**src/rtl/nbody_pkg.sv**
```systemverilog
// rtl/nbody_pkg.sv - shared select codes, field enum and read FSM state for the n-body host bridge
package nbody_pkg;

  localparam int SEL_W = 7;

  localparam logic [SEL_W-1:0] SEL_GO         = 7'h00;
  localparam logic [SEL_W-1:0] SEL_READ       = 7'h01;
  localparam logic [SEL_W-1:0] SEL_N_BODIES   = 7'h02;
  localparam logic [SEL_W-1:0] SEL_GAP        = 7'h03;
  localparam logic [SEL_W-1:0] SEL_FIELD_BASE = 7'h04;
  localparam logic [SEL_W-1:0] SEL_DONE       = 7'h40;
  localparam logic [SEL_W-1:0] SEL_OUT_BASE   = 7'h41;
  localparam logic [SEL_W-1:0] SEL_STATUS     = 7'h7F;

  typedef enum logic [2:0] {
    FIELD_X  = 3'd0,
    FIELD_Y  = 3'd1,
    FIELD_M  = 3'd2,
    FIELD_VX = 3'd3,
    FIELD_VY = 3'd4
  } field_e;

  typedef enum logic {
    RD_IDLE  = 1'b0,
    RD_FETCH = 1'b1
  } rd_state_e;

endpackage

```
**src/rtl/nbody_half_word_stager.sv**
```systemverilog
// rtl/nbody_half_word_stager.sv - pairs lower/upper half writes into one field-memory commit
module nbody_half_word_stager #(
  parameter int FIELD_W = 3,
  parameter int IDX_W   = 9,
  parameter int HALF_W  = 32
) (
  input  logic                clk,
  input  logic                rst,
  input  logic                lo_we,
  input  logic                hi_we,
  input  logic [FIELD_W-1:0]  field,
  input  logic [IDX_W-1:0]    idx,
  input  logic [HALF_W-1:0]   data,
  output logic                stage_valid,
  output logic                mismatch,
  output logic                commit,
  output logic [FIELD_W-1:0]  commit_field,
  output logic [IDX_W-1:0]    commit_idx,
  output logic [2*HALF_W-1:0] commit_data
);
  logic [FIELD_W-1:0] st_field;
  logic [IDX_W-1:0]   st_idx;
  logic [HALF_W-1:0]  st_lo;
  logic               match;

  // An upper half only pairs with a staged lower half for the same field and body
  assign match    = stage_valid && (field == st_field) && (idx == st_idx);
  assign mismatch = hi_we && !match;

  // Stage lower halves; on a matching upper half emit a one-cycle commit of {hi, lo}
  always_ff @(posedge clk or posedge rst) begin
    if (rst) begin
      stage_valid  <= 1'b0;
      st_field     <= '0;
      st_idx       <= '0;
      st_lo        <= '0;
      commit       <= 1'b0;
      commit_field <= '0;
      commit_idx   <= '0;
      commit_data  <= '0;
    end else begin
      commit <= 1'b0;
      if (lo_we) begin
        stage_valid <= 1'b1;
        st_field    <= field;
        st_idx      <= idx;
        st_lo       <= data;
      end else if (hi_we && match) begin
        stage_valid  <= 1'b0;
        commit       <= 1'b1;
        commit_field <= st_field;
        commit_idx   <= st_idx;
        commit_data  <= {data, st_lo};
      end
    end
  end

endmodule

```
**src/rtl/nbody_host_bridge.sv**
```systemverilog
// rtl/nbody_host_bridge.sv - host register/memory bridge for the n-body core
module nbody_host_bridge
  import nbody_pkg::*;
#(
  parameter int BUS_W       = 32,
  parameter int WORD_W      = 64,
  parameter int ADDR_W      = 16,
  parameter int BODY_ADDR_W = 9,
  parameter int NUM_FIELDS  = 5,
  parameter int NUM_OUT     = 2,
  parameter int RD_TIMEOUT  = 255,
  localparam int FIELD_W    = (NUM_FIELDS > 1) ? $clog2(NUM_FIELDS) : 1,
  localparam int OUT_W      = (NUM_OUT > 1) ? $clog2(NUM_OUT) : 1
) (
  input  logic                   clk,
  input  logic                   rst,
  input  logic                   chipselect,
  input  logic                   write,
  input  logic                   read,
  input  logic [ADDR_W-1:0]      addr,
  input  logic [BUS_W-1:0]       writedata,
  output logic [BUS_W-1:0]       readdata,
  output logic                   waitrequest,
  output logic                   mem_we,
  output logic [FIELD_W-1:0]     mem_field,
  output logic [BODY_ADDR_W-1:0] mem_idx,
  output logic [WORD_W-1:0]      mem_wdata,
  output logic                   go,
  output logic                   freeze,
  output logic [BODY_ADDR_W:0]   n_bodies,
  output logic [BUS_W-1:0]       gap,
  output logic                   rd_req,
  output logic [OUT_W-1:0]       rd_field,
  output logic [BODY_ADDR_W-1:0] rd_idx,
  input  logic                   rd_valid,
  input  logic [WORD_W-1:0]      rd_data,
  input  logic                   core_done
);
  localparam int NB_W   = BODY_ADDR_W + 1;
  localparam int TMO_W  = $clog2(RD_TIMEOUT + 1);
  localparam int NB_MAX = 1 << BODY_ADDR_W;

  logic [SEL_W-1:0]       sel, f_off, o_off;
  logic [BODY_ADDR_W-1:0] idx;
  logic                   wr, rd, field_sel, out_sel, fw_upper, out_upper;
  logic [FIELD_W-1:0]     fw_field;
  logic [OUT_W-1:0]       out_k;
  logic                   lo_we, hi_we, fld_blocked, stg_mismatch, stage_valid;
  logic                   out_rd, lat_hit, oor, out_resp, rd_acc, go_rise, tmo_hit, err_inc;
  logic                   done_sticky, timed_out;
  logic [7:0]             err_cnt;
  logic [BUS_W-1:0]       rd_mux;
  logic [TMO_W-1:0]       cnt;
  rd_state_e              state;
  logic                   lat_valid;
  logic [OUT_W-1:0]       lat_field;
  logic [BODY_ADDR_W-1:0] lat_idx;
  logic [WORD_W-1:0]      lat_word;

  assign sel       = SEL_W'(addr >> BODY_ADDR_W);
  assign idx       = addr[BODY_ADDR_W-1:0];
  assign wr        = chipselect & write;
  assign rd        = chipselect & read;
  assign f_off     = sel - SEL_FIELD_BASE;
  assign o_off     = sel - SEL_OUT_BASE;
  assign field_sel = (sel >= SEL_FIELD_BASE) && (sel < SEL_FIELD_BASE + SEL_W'(2 * NUM_FIELDS));
  assign out_sel   = (sel >= SEL_OUT_BASE) && (sel < SEL_OUT_BASE + SEL_W'(2 * NUM_OUT));
  assign fw_field  = FIELD_W'(f_off >> 1);
  assign fw_upper  = f_off[0];
  assign out_k     = OUT_W'(o_off >> 1);
  assign out_upper = o_off[0];

  // Body memories must not change under a running core, so field writes are refused while go=1
  assign fld_blocked = wr & field_sel & go;
  assign lo_we       = wr & field_sel & ~go & ~fw_upper;
  assign hi_we       = wr & field_sel & ~go & fw_upper;

  assign out_rd   = rd & out_sel;
  assign lat_hit  = lat_valid && (lat_field == out_k) && (lat_idx == idx);
  assign oor      = {1'b0, idx} >= n_bodies;
  assign out_resp = lat_hit | oor | timed_out;
  assign waitrequest = (state == RD_FETCH) || (out_rd && !out_resp);
  assign rd_acc   = rd & ~waitrequest;
  assign go_rise  = wr && (sel == SEL_GO) && writedata[0] && !go;
  assign tmo_hit  = (state == RD_FETCH) && !rd_valid && (cnt == TMO_W'(RD_TIMEOUT - 1));
  assign err_inc  = stg_mismatch | fld_blocked | tmo_hit;

  nbody_half_word_stager #(
    .FIELD_W (FIELD_W),
    .IDX_W   (BODY_ADDR_W),
    .HALF_W  (BUS_W)
  ) u_stager (
    .clk          (clk),
    .rst          (rst),
    .lo_we        (lo_we),
    .hi_we        (hi_we),
    .field        (fw_field),
    .idx          (idx),
    .data         (writedata),
    .stage_valid  (stage_valid),
    .mismatch     (stg_mismatch),
    .commit       (mem_we),
    .commit_field (mem_field),
    .commit_idx   (mem_idx),
    .commit_data  (mem_wdata)
  );

  // Readback mux; out reads return the latched word only on a hit, otherwise zero
  always_comb begin
    rd_mux = '0;
    if (sel == SEL_DONE) begin
      rd_mux[0] = done_sticky;
    end else if (sel == SEL_STATUS) begin
      rd_mux[10:0] = {err_cnt, stage_valid, freeze, go};
    end else if (out_sel && lat_hit) begin
      rd_mux = out_upper ? lat_word[WORD_W-1:BUS_W] : lat_word[BUS_W-1:0];
    end
  end

  // Control registers, sticky done flag and saturating error counter
  always_ff @(posedge clk or posedge rst) begin
    if (rst) begin
      go          <= 1'b0;
      freeze      <= 1'b0;
      n_bodies    <= '0;
      gap         <= '0;
      done_sticky <= 1'b0;
      err_cnt     <= '0;
    end else begin
      if (wr && (sel == SEL_GO)) begin
        go <= writedata[0];
        if (writedata[0]) done_sticky <= 1'b0;
      end
      if (core_done) done_sticky <= 1'b1;
      if (wr && (sel == SEL_READ)) freeze <= writedata[0];
      if (wr && (sel == SEL_N_BODIES))
        n_bodies <= (writedata > BUS_W'(NB_MAX)) ? NB_W'(NB_MAX) : NB_W'(writedata);
      if (wr && (sel == SEL_GAP)) gap <= writedata;
      if (err_inc && (err_cnt != 8'hFF)) err_cnt <= err_cnt + 8'd1;
    end
  end

  // Read FSM: serve hits from the result latch, fetch misses from the core, give up after RD_TIMEOUT
  always_ff @(posedge clk or posedge rst) begin
    if (rst) begin
      state     <= RD_IDLE;
      rd_req    <= 1'b0;
      rd_field  <= '0;
      rd_idx    <= '0;
      cnt       <= '0;
      timed_out <= 1'b0;
      readdata  <= '0;
      lat_valid <= 1'b0;
      lat_field <= '0;
      lat_idx   <= '0;
      lat_word  <= '0;
    end else begin
      rd_req <= 1'b0;
      if (core_done || go_rise) lat_valid <= 1'b0;
      if (rd_acc) readdata <= rd_mux;
      case (state)
        RD_IDLE: begin
          timed_out <= 1'b0;
          if (out_rd && !out_resp) begin
            state    <= RD_FETCH;
            rd_req   <= 1'b1;
            rd_field <= out_k;
            rd_idx   <= idx;
            cnt      <= '0;
          end
        end
        RD_FETCH: begin
          if (rd_valid && core_done) begin
            // The response belongs to the superseded snapshot: ask again
            rd_req <= 1'b1;
            cnt    <= '0;
          end else if (rd_valid) begin
            lat_valid <= 1'b1;
            lat_field <= rd_field;
            lat_idx   <= rd_idx;
            lat_word  <= rd_data;
            state     <= RD_IDLE;
          end else if (tmo_hit) begin
            timed_out <= 1'b1;
            state     <= RD_IDLE;
          end else begin
            cnt <= cnt + TMO_W'(1);
          end
        end
        default: state <= RD_IDLE;
      endcase
    end
  end

endmodule

```
**config.mk**
```make
export PLATFORM = sky130hd
export DESIGN_NAME = nbody_host_bridge
export DESIGN_NICKNAME = d
export VERILOG_FILES = /design/src/rtl/nbody_pkg.sv /design/src/rtl/nbody_half_word_stager.sv /design/src/rtl/nbody_host_bridge.sv
export SDC_FILE = /design/constraint.sdc
export NUM_CORES = 1
export LEC_CHECK = 0
export BUFFER_PORTS_ARGS = -buffer_cell sky130_fd_sc_hd__buf_2
export CAP_MARGIN = 40
export CORE_ASPECT_RATIO = 2
export CORE_MARGIN = 3
export CORE_UTILIZATION = 49
export DETAILED_ROUTE_END_ITERATION = 10
export HOLD_SLACK_MARGIN = 0.1
export PLACE_DENSITY = 0.75
export SLEW_MARGIN = 40
export SYNTH_ARGS = -nofsm -noshare
export SYNTH_HDL_FRONTEND = slang
export SYNTH_SLANG_ARGS = --single-unit
```
**constraint.sdc**
```tcl
create_clock -name clk -period 8.9 [get_ports clk]
set_input_delay 1.335 -clock clk [delete_from_list [all_inputs] [get_ports clk]]
set_output_delay 1.335 -clock clk [all_outputs]
set_load 0.03 [all_outputs]
```
==> impl_metrics.py <==
metrics = {
    "run_status": {
        "status": "finished clean",
    },
    "floorplan": {
        "die-area_sq_um": 27940,
        "rows": 82,
        "core_area_sq_um": 25240,
        "fp.dieW_um": 119.7,
        "die_y_um": 233.4,
        "ios": 284,
        "start_util_pct": 50.21,
    },
    "logic_synthesis": {
        "syn_inst": 1067,
        "avgSynthCellArea_sq_um": 11.88,
        "synth_top_cell_by_area": "dfrtp_1",
        "synth_top_flop_cell": "dfrtp_1",
        "netlist_area_sq_um": 12670,
        "yosys_warnings": 0,
        "synth-seq-cells": 303,
        "synth.top_cell.area_share_pct": 59.83,
        "ys_top_cells_by_area": "dfrtp_1 60%, mux2_2 14%, nand2_1 8.2%",
        "ys_seq_area_share_pct": 59.83,
        "syn_nets": 1204,
        "synth_cell_type_count": 44,
        "synth_edf_count": 0,
        "synthArstFlopShare_pct": 100.0,
    },
    "final_layout": {
        "drive_above_1_share_pct": 37.57,
        "postLayoutCellArea_sq_um": 15330,
        "fillers": 2137,
        "nNetsFinal": 1478,
        "syn_to_final_growth_pct": 20.94,
    },
    "sta": {
        "tightestPinTransition_ns": 0.7090,
        "setup_viol": 0,
        "hold_ws_ns": 0.4624,
        "finalClockSkew_ns": 0.008260,
        "max_clock_freq_mhz": 197.1,
        "min_period_ns": 5.073,
        "maxSlewViolCount": 0,
        "fin_setup_tns_ns": 0,
        "rsz0062_at_grt": "false",
        "hold_viol_final": 0,
        "period_share_pct": 57.00,
        "relSlewSlack_pct": 52.74,
    },
    "worst_setup_path": {
        "startpoint_type": "input port",
        "max_stage_delay_ns": 0.57,
        "reg2reg_slack_ns": 5.94,
        "r2r-start": "n_bodies[5]$_DFFE_PP0P_",
        "cp-endpoint": "waitrequest",
        "cp_num_buf_inv": 5,
        "slowest_stage": "buf_4",
        "r2r_cells": 9,
        "path_delay_family": "buffers and inverters",
        "worstSetupPathType": "in2out",
        "critPathLaunch": "addr[9]",
        "rr_endpoint": "cnt[4]$_DFFE_PP0P_",
        "end_kind": "output port",
        "worst_ep_required_time_ns": 7.57,
        "path_cells": "buf_2 > buf_4 > inv_1 > ha_1 > xor2_1 > nand4_1 > or3_1 > a31oi_4 > inv_1 > buf_2",
        "crit_fanout": 40,
        "worstPathArrival_ns": 3.74,
        "cp_num_cells": 10,
    },
    "clock_tree": {
        "postCtsSetupRepairBufs": 0,
        "cts.sinks": 303,
        "ctsHtreeMaxLevel": 1,
        "cts_resized": 0,
        "clock_latency_ns": 0.54,
        "cts_tree": "yes",
        "cts_root_buffer": "clkbuf_16",
        "cts.clk_slew.worst_paths_ns": 0.06,
        "cts_buffers": 27,
        "max-clock-path-buffers": 3,
        "cts_hold_buf": 0,
    },
    "place": {
        "port-buffer-count": 283,
        "place_area_sq_um": 14470,
        "dp.final_hpwl_mm": 23.22,
        "globalplace.congestion": 0.8260,
    },
    "routing": {
        "routed-via-count": 8942,
        "avgRoutedWirePerCell_um": 19.01,
        "drt_pass1_iterations": 5,
        "vias_per_cell": 5.266,
        "route.detailed.drc": 0,
        "routed_wl_mm": 32.27,
        "drtIter0Drc": 478,
        "ant_nets": 0,
    },
    "grt": {
        "antenna_found_initial": 4,
        "grt_max_degree": 103,
        "grt_use_total_pct": 23.21,
        "gr-total-overflow": 0,
        "grt_pass1_vias": 9446,
        "grt_pass1_wl_mm": 51.32,
    },
    "power": {
        "power_leakage_nw": 8.320,
        "ir_drop_mv": 0.1569,
        "cellPowerDensity_nw_per_um2": 188.0,
    },
    "flow_run": {
        "cap_violations": 0,
    },
    "hold_path": {
        "hold_start": "u_stager.commit_data[22]$_DFFE_PP0P_",
        "hold_path.class": "reg2reg",
    },
}
[metal layers]
metal | vias to the layer above | routed length [um] | global-route usage, %
met2 | 276 | 17690 | 43.63
met1 | 4438 | 11550 | 25.72
met4 | 4 | 1151 | 8.964
met5 | - | 21 | 0
li1 | 4161 | - | -
met3 | 63 | 1858 | 4.240
[worst register-to-register path, stage by stage (launching register included)]
cell	delay [ns]
dfrtp_1	0.42
inv_1	0.07
ha_1	0.29
a21oi_1	0.14
o21ai_1	0.12
a2111oi_4	0.47
nand4_2	0.48
and2_4	0.39
or3_1	0.35
a21oi_1	0.15
[Yosys cell counts, types with 2 or more instances]
cell type and number:
buf_4 5, nand4_1 10, nor3_1 2, nor2_1 19
nand3_1 21, ha_1 18, dfrtp_1 303, buf_6 3
o31ai_1 22, a21o_1 2, nand2b_1 3, a21oi_1 22
o21ai_1 4, inv_1 21, xnor2_1 26, mux2_2 160
and3_1 4, and2_1 4, nand4b_1 3, mux2i_1 33
buf_2 10, nor4_1 7, nand2_1 276, or3_1 6
xor2_1 4, a22o_1 9, nor2b_1 3, o21ai_0 19
clkbuf_1 31, and4b_1 3
[cell families after synthesis]
family / Yosys count / synth area share (%)
multiplexers: 193 / 16.82
XOR/XNOR: 30 / 2.073
buffers and inverters: 71 / 2.528
AND/OR/NAND/NOR: 366 / 12.33
adder cells (fa/ha/maj): 18 / 1.777
AO/OA/AOI/OAI: 86 / 4.631
flip-flops: 303 / 59.83
[final cells by class]
cell class / count / area (sq um) / share of cell area, %
multi-input cells: 693 / 4796 / 31.29
repair buffers: 295 / 1595 / 10.41
diodes: 2 / 5.005 / 0.03266
inverters: 21 / 82.58 / 0.5388
flip-flops and latches: 303 / 7582 / 49.47
clock buffers: 40 / 804.5 / 5.249
well taps: 336 / 420.4 / 2.743
clock inverters: 8 / 40.04 / 0.2612
[flip-flops by register name, indices dropped and copies added (netlist names), 3 cells and up]
name	flops
u_stager.commit_field	3
u_stager.st_idx	9
lat_word	64
u_stager.st_field	3
gap	32
err_cnt	8
u_stager.commit_data	64
rd_idx	9
cnt	8
u_stager.st_lo	32
u_stager.commit_idx	9
readdata	32
lat_idx	9
n_bodies	10
[layout by cell type, fill, tap and decap left out, types with 6 or more instances in the layout]
cell	n
or3_1	6
buf_2	283
inv_1	20
o21ai_0	19
xnor2_1	26
clkbuf_16	27
nand4_1	10
a21oi_1	22
nand2_1	276
nor4_1	6
clkinv_2	8
clkbuf_8	8
dfrtp_1	303
ha_1	18
nor2_1	18
a22o_1	9
nand3_1	20
mux2i_1	33
mux2_2	160
o31ai_1	22
[worst min path at each step]
stage                                                       to  slack [ns]  cells after the start
after CTS                 u_stager.commit_data[63]$_DFFE_PP0P_        0.46                      2
after floorplan            u_stager.commit_data[0]$_DFFE_PP0P_        0.44                      2
after global routing      u_stager.commit_data[31]$_DFFE_PP0P_        0.49                      2
after global placement    u_stager.commit_data[16]$_DFFE_PP0P_        0.45                      2
final                     u_stager.commit_data[22]$_DFFE_PP0P_        0.46                      2
after detailed placement  u_stager.commit_data[56]$_DFFE_PP0P_        0.45                      2
[metrics by stage]
stage	power, mW	utilization (%)	setup slack [ns]	instances
6_report	2.882	60.72	3.827	1698
5_1_grt	3.004	60.70	3.659	1696
2_1_floorplan	1.689	-	3.536	1067
4_1_cts	2.922	60.67	3.816	1696
3_5_place_dp	1.790	57.33	3.826	1648
3_3_place_gp	1.773	56.90	3.852	1644
[power by group]
group          total, mW  internal (mW)  switching [mW]
logic              0.251          0.116           0.135
clock network       1.12          0.623           0.498
registers           1.51           1.46          0.0501
Power figures use the tool's default switching activity.
